$ cat config.mk
export PLATFORM = sky130hd
export DESIGN_NAME = fbcpu_mem_loader
export DESIGN_NICKNAME = d
export VERILOG_FILES = /design/src/rtl/fbcpu_pkg.sv /design/src/rtl/fbcpu_ram.sv /design/src/rtl/fbcpu_mem_loader.sv
export SDC_FILE = /design/constraint.sdc
export NUM_CORES = 1
export LEC_CHECK = 0
export CAP_MARGIN = 10
export CORE_ASPECT_RATIO = 0.7
export CORE_MARGIN = 2
export CORE_UTILIZATION = 45
export DETAILED_ROUTE_END_ITERATION = 16
export PLACE_DENSITY_LB_ADDON = 0.05
export RECOVER_POWER = 100
export SKIP_CTS_REPAIR_TIMING = 1
export SKIP_LAST_GASP = 1
export SLEW_MARGIN = 20
export SYNTH_ARGS = -nofsm -noshare
export SYNTH_HDL_FRONTEND = slang
export SYNTH_SLANG_ARGS = --single-unit
$ cat constraint.sdc
create_clock -name clk -period 8.16 [get_ports clk]
set_input_delay 1.632 -clock clk [delete_from_list [all_inputs] [get_ports clk]]
set_output_delay 1.632 -clock clk [all_outputs]
set_load 0.1 [all_outputs]
$ cat src/rtl/fbcpu_pkg.sv
// Shared sizing and state encoding for the FBCPU program loader and its RAM.
package fbcpu_pkg;

   localparam int unsigned AddrWidth = 6;
   localparam int unsigned DataWidth = 10;
   localparam int unsigned Depth     = 2 ** AddrWidth;

   typedef enum logic [1:0] {
      StClear = 2'd0,
      StLoad  = 2'd1,
      StRun   = 2'd2
   } state_e;

endpackage

$ cat src/rtl/fbcpu_ram.sv
// Single-port synchronous read-first program RAM; the write source (clear, host load or CPU)
// is picked by the loader state.
module fbcpu_ram
   import fbcpu_pkg::*;
#(
   parameter int unsigned ADDRESS_WIDTH = AddrWidth,
   parameter int unsigned DATA_WIDTH    = DataWidth
) (
   input  logic                     clk_i,
   input  logic                     rst_i,
   input  state_e                   state_i,
   input  logic [ADDRESS_WIDTH-1:0] clr_addr_i,
   input  logic [ADDRESS_WIDTH-1:0] ld_addr_i,
   input  logic [DATA_WIDTH-1:0]    ld_data_i,
   input  logic                     ld_we_i,
   input  logic [ADDRESS_WIDTH-1:0] mar_i,
   input  logic [DATA_WIDTH-1:0]    mdr_in_i,
   input  logic                     ram_wr_i,
   output logic [DATA_WIDTH-1:0]    rd_data_o
);

   localparam int unsigned Words = 2 ** ADDRESS_WIDTH;

   logic [DATA_WIDTH-1:0]    mem [Words];
   logic                     we;
   logic [ADDRESS_WIDTH-1:0] addr;
   logic [DATA_WIDTH-1:0]    wdata;
   logic [DATA_WIDTH-1:0]    rd_data_q;

   always_comb begin
      we    = 1'b0;
      addr  = '0;
      wdata = '0;
      unique case (state_i)
         StClear: begin
            we    = 1'b1;
            addr  = clr_addr_i;
         end
         StLoad: begin
            we    = ld_we_i;
            addr  = ld_addr_i;
            wdata = ld_data_i;
         end
         StRun: begin
            we    = ram_wr_i;
            addr  = mar_i;
            wdata = mdr_in_i;
         end
         default: ;
      endcase
   end

   // Contents survive rst on purpose; the CLEAR pass is what zeroes them.
   always_ff @(posedge clk_i) begin
      if (we) begin
         mem[addr] <= wdata;
      end
   end

   always_ff @(posedge clk_i or posedge rst_i) begin
      if (rst_i) begin
         rd_data_q <= '0;
      end else if (state_i == StRun) begin
         rd_data_q <= mem[addr];
      end else begin
         rd_data_q <= '0;
      end
   end

   assign rd_data_o = rd_data_q;

endmodule

$ cat src/rtl/fbcpu_mem_loader.sv
// Program loader for FBCPU: clears the RAM, accepts a host load session, then hands the RAM
// to the CPU and releases its reset.
module fbcpu_mem_loader
   import fbcpu_pkg::*;
#(
   parameter int unsigned ADDRESS_WIDTH = AddrWidth,
   parameter int unsigned DATA_WIDTH    = DataWidth
) (
   input  logic                     clk,
   input  logic                     rst,
   input  logic                     ld_valid,
   output logic                     ld_ready,
   input  logic [DATA_WIDTH-1:0]    ld_data,
   input  logic                     ld_last,
   input  logic                     ld_start,
   input  logic [ADDRESS_WIDTH-1:0] MAR,
   input  logic [DATA_WIDTH-1:0]    MDRIn,
   input  logic                     RAMWr,
   output logic [DATA_WIDTH-1:0]    MDROut,
   output logic                     cpu_rst,
   output logic [ADDRESS_WIDTH:0]   load_count,
   output logic                     load_err
);

   state_e                   state_q;
   logic [ADDRESS_WIDTH-1:0] clr_addr_q;
   logic [ADDRESS_WIDTH:0]   load_count_q;
   logic                     load_err_q;

   always_ff @(posedge clk or posedge rst) begin
      if (rst) begin
         state_q      <= StClear;
         clr_addr_q   <= '0;
         load_count_q <= '0;
         load_err_q   <= 1'b0;
      end else begin
         unique case (state_q)
            StClear: begin
               clr_addr_q <= clr_addr_q + ADDRESS_WIDTH'(1);
               if (&clr_addr_q) begin
                  state_q <= StLoad;
               end
            end
            StLoad: begin
               if (ld_valid) begin
                  load_count_q <= load_count_q + (ADDRESS_WIDTH + 1)'(1);
                  if (ld_last) begin
                     state_q <= StRun;
                  end else if (&load_count_q[ADDRESS_WIDTH-1:0]) begin
                     // RAM is full and the host never flagged the end of the program.
                     load_err_q <= 1'b1;
                     state_q    <= StRun;
                  end
               end
            end
            StRun: begin
               if (ld_start) begin
                  state_q      <= StClear;
                  clr_addr_q   <= '0;
                  load_count_q <= '0;
                  load_err_q   <= 1'b0;
               end
            end
            default: state_q <= StClear;
         endcase
      end
   end

   fbcpu_ram #(
      .ADDRESS_WIDTH (ADDRESS_WIDTH),
      .DATA_WIDTH    (DATA_WIDTH)
   ) u_ram (
      .clk_i      (clk),
      .rst_i      (rst),
      .state_i    (state_q),
      .clr_addr_i (clr_addr_q),
      .ld_addr_i  (load_count_q[ADDRESS_WIDTH-1:0]),
      .ld_data_i  (ld_data),
      .ld_we_i    (ld_valid),
      .mar_i      (MAR),
      .mdr_in_i   (MDRIn),
      .ram_wr_i   (RAMWr),
      .rd_data_o  (MDROut)
   );

   assign ld_ready   = (state_q == StLoad);
   assign cpu_rst    = (state_q != StRun);
   assign load_count = load_count_q;
   assign load_err   = load_err_q;

endmodule

# == Word level (Yosys, flattened, before mapping) ==
# Memories as Yosys holds them, arrays and structs flattened.
# Cells that the tools add are included.
# totals
reg_bits,26
ram_bits,640
inputBits,32
output_inout_bits,20
memories,1
# classes
addsub,2
n_eq_ne,9
muxes,22
n_reduce_logical,9
# mem_list
name,depth,word_bits,read_ports,rd_ports_with_merged_regs,wr,line,rtl
u_ram.mem,64,10,1,0,1,fbcpu_ram.sv:24,logic [DATA_WIDTH-1:0] mem [Words];
# op_table
operator,n
case mux 10 bit (2 select lines),1
case mux 6 bit (3 select lines),1
two-way mux 7 bit,2
case mux 7 bit (2 select lines),1
case mux 6 bit (2 select lines),1
AND reduction 6 bit,2
two-way mux 10 bit,1
two-way mux 2 bit,5
"inequality test 2 bit, second input constant",5
"adder 7 x 1 -> 7 bit, second input constant",1
"adder 6 x 1 -> 6 bit, second input constant",1
two-way mux 1 bit,6
two-way mux 6 bit,1
case mux 2 bit (3 select lines),1
AND reduction 5 bit,1
AND reduction 4 bit,1
nonzero test 2 bit,2
"inequality test 3 x 1 -> 1 bit, second input constant",1
case mux 1 bit (3 select lines),1
AND reduction 3 bit,1
"equality test 2 x 1 -> 1 bit, second input constant",1
"equality test 2 bit, second input constant",1
logical NOT 2 bit,1
"inequality test 2 x 1 -> 1 bit, second input constant",1
2 further kinds,2

# == Longest topological paths before layout ==
# Gate-level depths: netlist of run 1.
# logic_depth
word_depth,5
depth_mapped,14

# == Cells and area by module ==
# A second synthesis of run 1 with hierarchy kept.
# unflattened
cells_unflattened,1694
area_unflattened_um2,26327.8
# by_module_without_submodules
module,n_inst,cells_each,area_each_um2,seq_area_each_um2
fbcpu_ram,1,1614,25513.2,19468.7
fbcpu_mem_loader,1,80,814.5,400.4

# == Least setup slack after synthesis of run 1 ==
# No wires, ideal clock.
# synth_path
path_type,register to register
start,register state_q[1]
end,"memory u_ram.mem[0][1] (netlist name), data pin"
setup_time_ns,0.516
t_arrival_ns,3.822
t_required_ns,7.644
setup_slack_ns,3.822
path_stages_with_launch,8
n_path_buf,3
period_less_slack_ns,4.338
cell_sequence,dfrtp_1 inv_1 ha_1 buf_6 clkbuf_1 clkbuf_1 a22oi_1 nor2b_1
# synth_via
elab_chain_cells,2
elab_cells_between_ends,3
classes_between,2 x eq/ne; 1 x mux
# synth_rtl
item,line,rtl
start: declaration,fbcpu_mem_loader.sv:25,state_e state_q;
start signal: assignment,fbcpu_mem_loader.sv:32,state_q <= StClear;
start signal: assignment,fbcpu_mem_loader.sv:41,state_q <= StLoad;
start signal: assignment,fbcpu_mem_loader.sv:48,state_q <= StRun;
equality test 2 x 1 -> 1 bit,n/a,
net ld_ready,fbcpu_mem_loader.sv:12,"output logic ld_ready,"
case mux 10 bit (2 select lines),fbcpu_ram.sv:34,unique case (state_i)
net u_ram.wdata[1],fbcpu_ram.sv:27,logic [DATA_WIDTH-1:0] wdata;
end: declaration,fbcpu_ram.sv:24,
# The timed path passes the listed nets, and every way through them passes these cells.

# == Final worst setup path of run 1 ==
# layout_path
start,input MAR[2]
end,"register u_ram.rd_data_q[7], in the netlist u_ram.rd_data_o[7]"
# layout_via
elab_chain_cells,3
# layout_rtl
item,line,rtl
start: declaration,fbcpu_mem_loader.sv:16,"input logic [ADDRESS_WIDTH-1:0] MAR,"
case mux 6 bit (3 select lines),fbcpu_ram.sv:34,
memory (64 x 10 bit),n/a,
two-way mux 10 bit,fbcpu_ram.sv:63,end else if (state_i == StRun) begin
end signal: assignment,fbcpu_ram.sv:64,rd_data_q <= mem[addr];
end: declaration,fbcpu_ram.sv:28,logic [DATA_WIDTH-1:0] rd_data_q;
# No other way between the ends.
# A chain may end at the register's enable or synchronous reset.

==> results of run 1 <==
[worst max-delay path, stage by stage]
cell	delay [ns]
dlygate4sd3_1	0.54
a222oi_1	0.27
clkbuf_1	1.22
nor3b_1	0.39
clkbuf_1	0.60
nand2_2	0.49
buf_4	0.58
o221ai_1	0.25
o31ai_1	0.52
o2111ai_1	0.27
nor4_1	0.22
[cells by family (layout without fill, tap and decap cells)]
| logic type | count (synthesis) | count (layout) | share of synthesized area (%) |
|---|---|---|---|
| multiplexers | 89 | 89 | 3.54 |
| AND/OR/NAND/NOR | 375 | 375 | 6.69 |
| buffers and inverters | 103 | 235 | 1.87 |
| adder cells (fa/ha/maj) | 8 | 8 | 0.389 |
| other | 0 | 1 | 0 |
| AO/OA/AOI/OAI | 361 | 361 | 10.0 |
| flip-flops | 666 | 666 | 77.2 |
| XOR/XNOR | 7 | 7 | 0.238 |
[report_power, final]
| group | internal, mW | switching, mW | total, mW |
|---|---|---|---|
| logic | 0.950 | 2.94 | 3.89 |
| registers | 4.29 | 0.0716 | 4.37 |
| clock network | 1.67 | 1.32 | 2.99 |
| total | 6.91 | 4.33 | 11.2 |
[registers in the layout, summed over array words and instances, names as in the netlist]
name,count
clr_addr_q,6
load_count,7
load_err,1
state_q,2
u_ram.mem,640
u_ram.rd_data_o,10
[final cells by class]
cell class,count,area share [%]
clock buffers,91,6.21
inverters,9,0.115
repair buffers,106,2.91
clock inverters,29,0.872
multi-input cells,840,18.8
flip-flops and latches,666,67.9
diodes,1,0.00855
well taps,750,3.21
[how the worst max path moves through the flow]
| stage | startpoint | to | slack [ns] | depth (start not counted) |
|---|---|---|---|---|
| finish | MAR[2] | u_ram.rd_data_o[7] | 1.62 | 11 |
| global route | MAR[2] | u_ram.rd_data_o[4] | 1.40 | 11 |
| CTS | MAR[0] | u_ram.mem[32][4] | 2.97 | 7 |
| detailed placement | MAR[2] | u_ram.mem[49][5] | 2.35 | 7 |
| global placement | MAR[1] | u_ram.mem[36][4] | 2.34 | 7 |
| floorplan | state_q[1] | u_ram.mem[0][1] | 3.82 | 7 |
[synthesized netlist by cell type (4+ instances only)]
master / number / area, um^2
buf_4: 8 / 60.1
a222oi_1: 7 / 70.1
o221ai_1: 54 / 473
nor3_1: 31 / 155
nor2b_1: 14 / 87.6
nor4b_1: 4 / 35.0
o2111ai_1: 7 / 61.3
inv_1: 9 / 33.8
edfxtp_1: 640 / 19200
a22oi_1: 22 / 165
a211oi_1: 7 / 52.6
clkbuf_1: 49 / 184
or3_1: 6 / 37.5
mux2_2: 16 / 180
nand2b_1: 10 / 62.6
nor3b_1: 4 / 30.0
dfrtp_1: 26 / 651
nor2_1: 136 / 510
o22ai_1: 80 / 500
a21oi_1: 17 / 85.1
a31oi_1: 16 / 100
o22a_1: 34 / 298
mux2i_1: 73 / 731
o21ai_0: 61 / 305
ha_1: 8 / 100
o31ai_1: 14 / 105
a2bb2oi_1: 5 / 43.8
nor4_1: 9 / 56.3
nand3_1: 17 / 85.1
o211ai_1: 5 / 37.5
xor2_1: 4 / 35.0
and2_1: 6 / 37.5
nand2_1: 114 / 428
o31a_1: 4 / 35.0
a22o_1: 7 / 61.3
buf_2: 31 / 155
[per-layer routing]
metal,vias up,wire [um]
li1,6588,-
met1,8180,37500
met2,923,34800
met3,139,8530
met4,0,2120
met5,-,0
[layout by cell type, fill, tap and decap left out, types with 32 or more instances in the layout]
master and count:
edfxtp_1 640, o22a_1 34, o21ai_0 61, nand2_1 113, clkbuf_16 69, mux2i_1 73, o221ai_1 54, nor2_1 136
o22ai_1 80, buf_4 32, clkbuf_1 43
==> metrics.md, run 1 <==
| Metric | Value |
|---|---|
| Remaining antenna violation count | `0` |
| R2r startpoint | `state_q[1]` |
| Mean Syn Cell Area | `16.0 um^2` |
| FILL cells | `4710` |
| FFs w/ async S/R, synth | `3.90%` |
| Initial core utilization | `45.4%` |
| Unrepaired setup endpoints after global routing | `no` |
| Global-route track usage on met1 | `44.3%` |
| Final-stage net count | `1730` |
| Tmin final | `6.54 ns` |
| Vias post-DR | `15830` |
| R2R depth | `11` |
| H-tree Lvls | `3` |
| Sequential-to-total area share from yosys stat | `77.2%` |
| Max Cap Viol | `14` |
| Multi-input logic area | `5500 um^2` |
| R2r setup slk | `1.77 ns` |
| Setup ws final | `1.62 ns` |
| Share of post-route cells with drive strength above 1 | `9.65%` |
| Slew Viols, Final | `718` |
| Worst-path clk slew | `0.06 ns` |
| Final hold violation count | `0` |
| Fin crit share | `80.1%` |
| Max frequency | `0.153 GHz` |
| Iteration count of the initial detailed-routing pass | `8` |
| Outcome | `finished with violations` |
| Failing checks | `max-capacitance violations, max-slew violations` |
| Largest net degree at the start of global routing | `65` |
| Endpoints failing setup | `0` |
| Die ar. | `59100 um^2` |
| Min-Delay Path Class | `flop to flop` |
| Input/output buffers | `51` |
| Total core area | `56600 um^2` |
| IO Count | `52` |
| Yosys reg bits | `666` |
| Vias in the first global route | `14857` |
| GRT Total Usage | `28.3%` |
| FF-to-FF End | `u_ram.rd_data_o[4]` |
| Post-synth EDFFs | `640` |
| CTS max path bufs | `3` |
| WS Path Type | `input pin to flop` |
| Clock sinks | `666` |
| CTS tree | `done` |
| Final core utilization | `51.7%` |
| Maximum VDD drop | `0.282 mV` |
| GP Congestion | `0.887` |
| Count of different cell masters after synthesis | `64` |
| HPWL Detailed | `49400 um` |
| First-pass GRT wire length | `116000 um` |
| Row cnt | `73` |
| Static Leak | `9.75 nW` |
| Ys flop type | `edfxtp_1` |
| Non-Filler Instances | `2492` |
| Die W | `290 um` |
| Clock root cell | `clkbuf_16` |
| M3 GR Usage | `7.53%` |
| Drt initial violations | `2169` |
| Hold slack | `0.543 ns` |
| WHS Endpoint | `load_count[6]` |
| Power Total | `11.2 mW` |
| Routed vias/inst | `6.35` |
| Area delta synth->final | `13.8%` |
| Synthesized area | `25700 um^2` |
| Pre-CTS setup slack | `2.35 ns` |
| Die H | `204 um` |
| Rel. slew slack | `-165%` |
| Register area | `19900 um^2` |
| Final instance area | `29300 um^2` |
| DRT Wirelength | `82900 um` |
| Hold depth | `2` |
| Most Used Layer, Global Route | `met1` |
| Total gr overflow | `0` |
| CP required | `8.67 ns` |
| Antenna violations before repair | `3` |
| Placed inst area | `27300 um^2` |
| Ys Warns | `0` |
| Worst-margin pin slew | `3.97 ns` |
| GR Util met2 | `38.9%` |
| CTS Buf Count | `67` |
| PwrDens | `384 nW/um^2` |
| Hold Startpoint | `load_count[6]` |
| Crit path DAT | `7.05 ns` |
| Highest net fanout along the worst path | `39` |
| Setup TNS | `0 ns` |
| Synth Instances | `1609` |
| Net Count, Synth | `1649` |
| CP Launch Type | `input pin` |
| Clk_lat worst skew | `0.62 ns` |
| Wire per inst | `33.3 um` |
| DP Cell Count | `2371` |
| Crit path capture type | `flop` |
| Clock Skew | `0.0213 ns` |
| DR DRC count | `0` |
Note: power is estimated with default switching activity, not from simulation.
==> run 2: changes to the inputs <==
==> constraint.sdc (replaced) <==
create_clock -name clk -period 5.5 [get_ports clk]
set_input_delay 1.1 -clock clk [delete_from_list [all_inputs] [get_ports clk]]
set_output_delay 1.1 -clock clk [all_outputs]
set_load 0.1 [all_outputs]
==> metrics.md, run 2 (synthesis gave the netlist of run 1 again) <==
| Metric | Value |
|---|---|
| Unrepaired setup endpoints after global routing | `no` |
| Wire per inst | `32.4 um` |
| Vias in the first global route | `15293` |
| Antenna violations before repair | `1` |
| R2r setup slk | `0.57 ns` |
| Iteration count of the initial detailed-routing pass | `6` |
| Max frequency | `0.203 GHz` |
| Sequential cell fraction of total power | `38.5%` |
| Highest net fanout along the worst path | `25` |
| Largest net degree at the start of global routing | `60` |
| R2r startpoint | `state_q[0]` |
| FILL cells | `4765` |
| Failing checks | `max-capacitance violations, max-slew violations` |
| Worst-margin pin slew | `2.79 ns` |
| Tmin final | `4.93 ns` |
| H-tree Lvls | `3` |
| Die W | `290 um` |
| Most frequent cells in the layout | `edfxtp_1 (640), nor2_1 (135), nand2_1 (113), clkbuf_1 (88), o22ai_1 (80)` |
| Final hold violation count | `0` |
| Multi-input logic area | `5440 um^2` |
| Clock Power Share | `25.7%` |
| Clock root cell | `clkbuf_16` |
| Crit path cell chain | `inv_1 > ha_1 > a222oi_1 > clkbuf_1 > buf_12 > nor3b_1 > clkbuf_1 > nand3_1 > clkbuf_1 > nor2_1 > buf_4` |
| Commonest non-fill, non-tap cell in the layout | `edfxtp_1` |
| Area delta synth->final | `15.4%` |
| Remaining antenna violation count | `0` |
| Biggest register | `u_ram.mem` |
| Drt initial violations | `2249` |
| Total gr overflow | `0` |
| Max Cap Viol | `10` |
| CP max stage cell | `clkbuf_1` |
| CP required | `5.82 ns` |
| Number of flip-flops in the largest register | `640` |
| Setup TNS | `0 ns` |
| Internal power | `10.2 mW` |
| WS Path Type | `flop to flop` |
| Worst-path clk slew | `0.06 ns` |
| GRT Total Usage | `28.5%` |
| Switching Power | `6.39 mW` |
| HPWL Detailed | `53600 um` |
| Clk_lat worst skew | `0.62 ns` |
| Initial core utilization | `45.4%` |
| Total core area | `56600 um^2` |
| Clock sinks | `666` |
| Slew Viols, Final | `299` |
| CTS max path bufs | `3` |
| Die ar. | `59100 um^2` |
| Die H | `204 um` |
| Crit path DAT | `5.25 ns` |
| Hold Startpoint | `load_count[6]` |
| Pre-CTS setup slack | `0.765 ns` |
| Outcome | `finished with violations` |
| Antenna diode count | `0` |
| Row cnt | `73` |
| DRT Wirelength | `83400 um` |
| GP Congestion | `0.889` |
| Min-Delay Path Class | `flop to flop` |
| Register area | `19900 um^2` |
| Critical Path Start | `state_q[0]` |
| Rel. slew slack | `-86.1%` |
| CP Launch Type | `flop` |
| Critical Path Most Common Cell | `clkbuf_1` |
| CTS Buf Count | `66` |
| Share of post-route cells with drive strength above 1 | `10.7%` |
| R2R depth | `11` |
| Clock Skew | `0.0132 ns` |
| Slowest stage delay, CP | `0.89 ns` |
| WHS Endpoint | `load_count[6]` |
| CTS tree | `done` |
| Final-stage net count | `1818` |
| DR DRC count | `0` |
| IO Count | `52` |
| FF-to-FF End | `u_ram.mem[60][2]` |
| Share of power burned in combinational logic | `35.8%` |
| Routed vias/inst | `6.27` |
| Crit path capture type | `flop` |
| Sw Share | `38.6%` |
| Hold depth | `2` |
| Endpoints failing setup | `0` |
| Fin crit share | `89.6%` |
| Vias post-DR | `16155` |
| PwrDens | `558 nW/um^2` |
| First-pass GRT wire length | `118000 um` |
| Setup ws final | `0.574 ns` |
| Maximum VDD drop | `0.268 mV` |
| Static Leak | `9.98 nW` |
| Input/output buffers | `51` |
[run 2: cell types whose count changed in the layout (fill, tap and decap cells not counted), sizes merged]
cell | before | now
clkdlybuf4s50 | 27 | 30
dlygate4sd3 | 24 | 21
clkbuf | 113 | 157
clkinv | 21 | 26
buf | 33 | 72
diode | 1 | 0
clkinvlp | 1 | 0
bufinv | 3 | 2
[run 2: layout make-up]
type,instances,share of cell area [%]
clock buffer,85,5.87
tap,750,3.16
timing repair buffer,195,4.84
sequential,666,66.9
inverter,9,0.114
multi-input combinational,840,18.3
clock inverter,32,0.788
[run 2: layer usage]
layer / track usage (%) / part of all wire [%]
met1: 44.5 / 45
met2: 38.9 / 41
met3: 7.49 / 11
met4: 8.46 / 2.8
met5: 0 / 0.013
[run 2: worst max-delay path by stage]
stage                        to  slack, ns  cells past startpoint
2_1_floorplan   u_ram.mem[0][1]       1.16                      7
3_3_place_gp   u_ram.mem[38][3]       0.77                      7
3_5_place_dp   u_ram.mem[14][4]       0.77                      7
4_1_cts                 cpu_rst       1.18                      5
5_1_grt        u_ram.mem[34][5]       0.49                      9
6_report       u_ram.mem[60][2]       0.57                     11
[run 2: critical path, delay by kind of cell (launching register included)]
family | cells | cell delay, ns
flip-flops | 1 | 0.42
AO/OA/AOI/OAI | 1 | 0.17
buffers and inverters | 6 | 2.12
AND/OR/NAND/NOR | 3 | 1.30
adder cells (fa/ha/maj) | 1 | 0.61
[run 2: stage by stage]
step / util [%] / instances / area (um^2) / hold WS [ns] / power, mW
after detailed placement: 49.7 / 2460 / 28100 / 0.529 / 12.4
final: 52.4 / 2577 / 29700 / 0.538 / 16.6
after CTS: 53.1 / 2577 / 30100 / 0.535 / 16.7
after floorplan: - / 1609 / 25700 / 0.485 / 9.56
after global placement: 49.5 / 2457 / 28000 / 0.517 / 12.4
after global routing: 52.4 / 2577 / 29700 / 0.576 / 17.1
[run 2: power groups by stage]
stage	logic, mW	registers (mW)	clock network (mW)
final	5.93	6.38	4.26
after global placement	5.93	6.46	0
after global routing	6.17	6.40	4.50
after detailed placement	5.99	6.46	0
after CTS	6.00	6.35	4.31
after floorplan	2.90	6.66	0
==> run 3: changes to the inputs <==
--- a/config.mk
+++ b/config.mk
@@ -5,13 +5,12 @@
 export SDC_FILE = /design/constraint.sdc
 export NUM_CORES = 1
 export LEC_CHECK = 0
-export CAP_MARGIN = 10
 export CORE_ASPECT_RATIO = 0.7
 export CORE_MARGIN = 2
-export CORE_UTILIZATION = 45
+export CORE_UTILIZATION = 35
 export DETAILED_ROUTE_END_ITERATION = 16
 export PLACE_DENSITY_LB_ADDON = 0.05
-export RECOVER_POWER = 100
+export RECOVER_POWER = 25
 export SKIP_CTS_REPAIR_TIMING = 1
 export SKIP_LAST_GASP = 1
 export SLEW_MARGIN = 20
==> metrics.md, run 3 (synthesis gave the netlist of run 1 again) <==
| Metric | Value |
|---|---|
| Unrepaired setup endpoints after global routing | `no` |
| Crit path DAT | `5.39 ns` |
| Placed inst area | `28600 um^2` |
| Global-route track usage on met1 | `37.5%` |
| Slew Viols, Final | `350` |
| Biggest register | `u_ram.mem` |
| First-pass GRT wire length | `127000 um` |
| Total core area | `73000 um^2` |
| Hold Startpoint | `clr_addr_q[2]` |
| Crit path capture type | `flop` |
| Row cnt | `83` |
| Most Used Layer, Global Route | `met1` |
| Max frequency | `0.205 GHz` |
| FF-to-FF End | `u_ram.rd_data_o[8]` |
| Critical Path Start | `state_q[0]` |
| Setup TNS | `0 ns` |
| Commonest non-fill, non-tap cell in the layout | `edfxtp_1` |
| Vias post-DR | `15915` |
| Rel. slew slack | `-138%` |
| Fin crit share | `88.6%` |
| CP required | `6.01 ns` |
| Tmin final | `4.87 ns` |
| Clk_lat worst skew | `0.63 ns` |
| Initial core utilization | `35.2%` |
| Outcome | `finished with violations` |
| Hold depth | `1` |
| Worst-margin pin slew | `3.58 ns` |
| Max Cap Viol | `11` |
| Endpoints failing setup | `0` |
| Antenna diode count | `0` |
| Die ar. | `75700 um^2` |
| GRT Total Usage | `24.1%` |
| Share of post-route cells with drive strength above 1 | `15.6%` |
| GP Congestion | `0.833` |
| Total gr overflow | `0` |
| Final hold violation count | `0` |
| Antenna violations before repair | `4` |
| PwrDens | `562 nW/um^2` |
| Failing checks | `max-capacitance violations, max-slew violations` |
| R2r startpoint | `state_q[0]` |
| Hold slack | `0.553 ns` |
| R2R depth | `11` |
| Worst-path clk slew | `0.06 ns` |
| Remaining antenna violation count | `0` |
| Most frequent cells in the layout | `edfxtp_1 (640), buf_4 (146), nor2_1 (130), nand2_1 (113), o22ai_1 (80)` |
| CP Launch Type | `flop` |
| R2r setup slk | `0.63 ns` |
| DRT Wirelength | `90900 um` |
| WS Path Type | `flop to flop` |
| Routed vias/inst | `5.63` |
| Clock root cell | `clkbuf_16` |
| CTS tree | `done` |
| Die H | `231 um` |
| M3 GR Usage | `5.36%` |
| Area delta synth->final | `18.8%` |
| Die W | `328 um` |
| Static Leak | `10.3 nW` |
| Min-Delay Path Class | `flop to flop` |
| Number of flip-flops in the largest register | `640` |
| Maximum VDD drop | `0.312 mV` |
| HPWL Detailed | `57800 um` |
| IO Count | `52` |
| Iteration count of the initial detailed-routing pass | `6` |
| CTS Buf Count | `68` |
| H-tree Lvls | `3` |
| Wire per inst | `32.2 um` |
| Clock Skew | `0.0282 ns` |
| Final core utilization | `41.9%` |
| WHS Endpoint | `clr_addr_q[2]` |
| CTS max path bufs | `3` |
| Final instance area | `30600 um^2` |
| Drt initial violations | `1842` |
| Vias in the first global route | `15433` |
| Final-stage net count | `1841` |
| Highest net fanout along the worst path | `33` |
| DR DRC count | `0` |
| GR Util met2 | `33.8%` |
| Input/output buffers | `51` |
| Largest net degree at the start of global routing | `65` |
| Clock sinks | `666` |
run 3: changes by cell type in the layout (fill, tap and decap cells not counted), moves of 5 or more:
cell             previous run  this run
clkdlybuf4s50_1            30        49
buf_4                      63       146
dlygate4sd3_1              21         2
clkbuf_1                   88        26
nor2_1                    135       130
nor2_2                      1         6
run 3: power breakdown:
| group | switching, mW | total, mW | internal (mW) | leakage, nW |
|---|---|---|---|---|
| Combinational | 4.52 | 6.32 | 1.80 | 3.09 |
| Sequential | 0.0880 | 6.38 | 6.29 | 6.26 |
| Clock | 1.97 | 4.48 | 2.51 | 0.998 |
| Total | 6.58 | 17.2 | 10.6 | 10.3 |
run 3: final cells by class:
class	instances	area (um^2)
Clock buffer	92	1870
Clock inverter	25	189
Fill cell	6636	42500
Inverter	9	33.8
Multi-Input combinational cell	840	5490
Sequential cell	666	19900
Tap cell	977	1220
Timing Repair Buffer	216	1890
run 3: worst max path at each step:
stage | end | slack (ns)
after floorplan | u_ram.mem[0][1] | 1.16
final | u_ram.rd_data_o[8] | 0.63
after global placement | u_ram.rd_data_o[0] | 0.05
after detailed placement | u_ram.rd_data_o[7] | 0.24
after global routing | u_ram.mem[30][3] | 0.38
after CTS | u_ram.rd_data_o[7] | 0.76
run 3: metal layers:
| layer | vias up | wire length, um |
|---|---|---|
| met1 | 8312 | 44100 |
| li1 | 6786 | - |
| met5 | - | 20 |
| met2 | 697 | 38000 |
| met3 | 118 | 6920 |
| met4 | 2 | 1820 |
run 3: through the flow:
| step | power (mW) | setup WS (ns) | instances |
|---|---|---|---|
| detailed placement | 12.8 | 0.240 | 2707 |
| floorplan | 9.56 | 1.16 | 1609 |
| global placement | 12.8 | 0.0497 | 2707 |
| finish | 17.2 | 0.628 | 2825 |
| global route | 17.8 | 0.375 | 2825 |
| CTS | 17.3 | 0.763 | 2824 |
run 3: critical path, stage by stage, from the launching register on:
cell	delay, ns
dfrtp_1	0.41
inv_1	0.15
ha_2	0.54
a222oi_1	0.33
buf_12	0.28
a31oi_4	0.80
buf_12	0.29
nor2_1	0.06
a311oi_1	0.46
a21oi_1	0.13
a211oi_1	0.92
nor4b_1	0.31
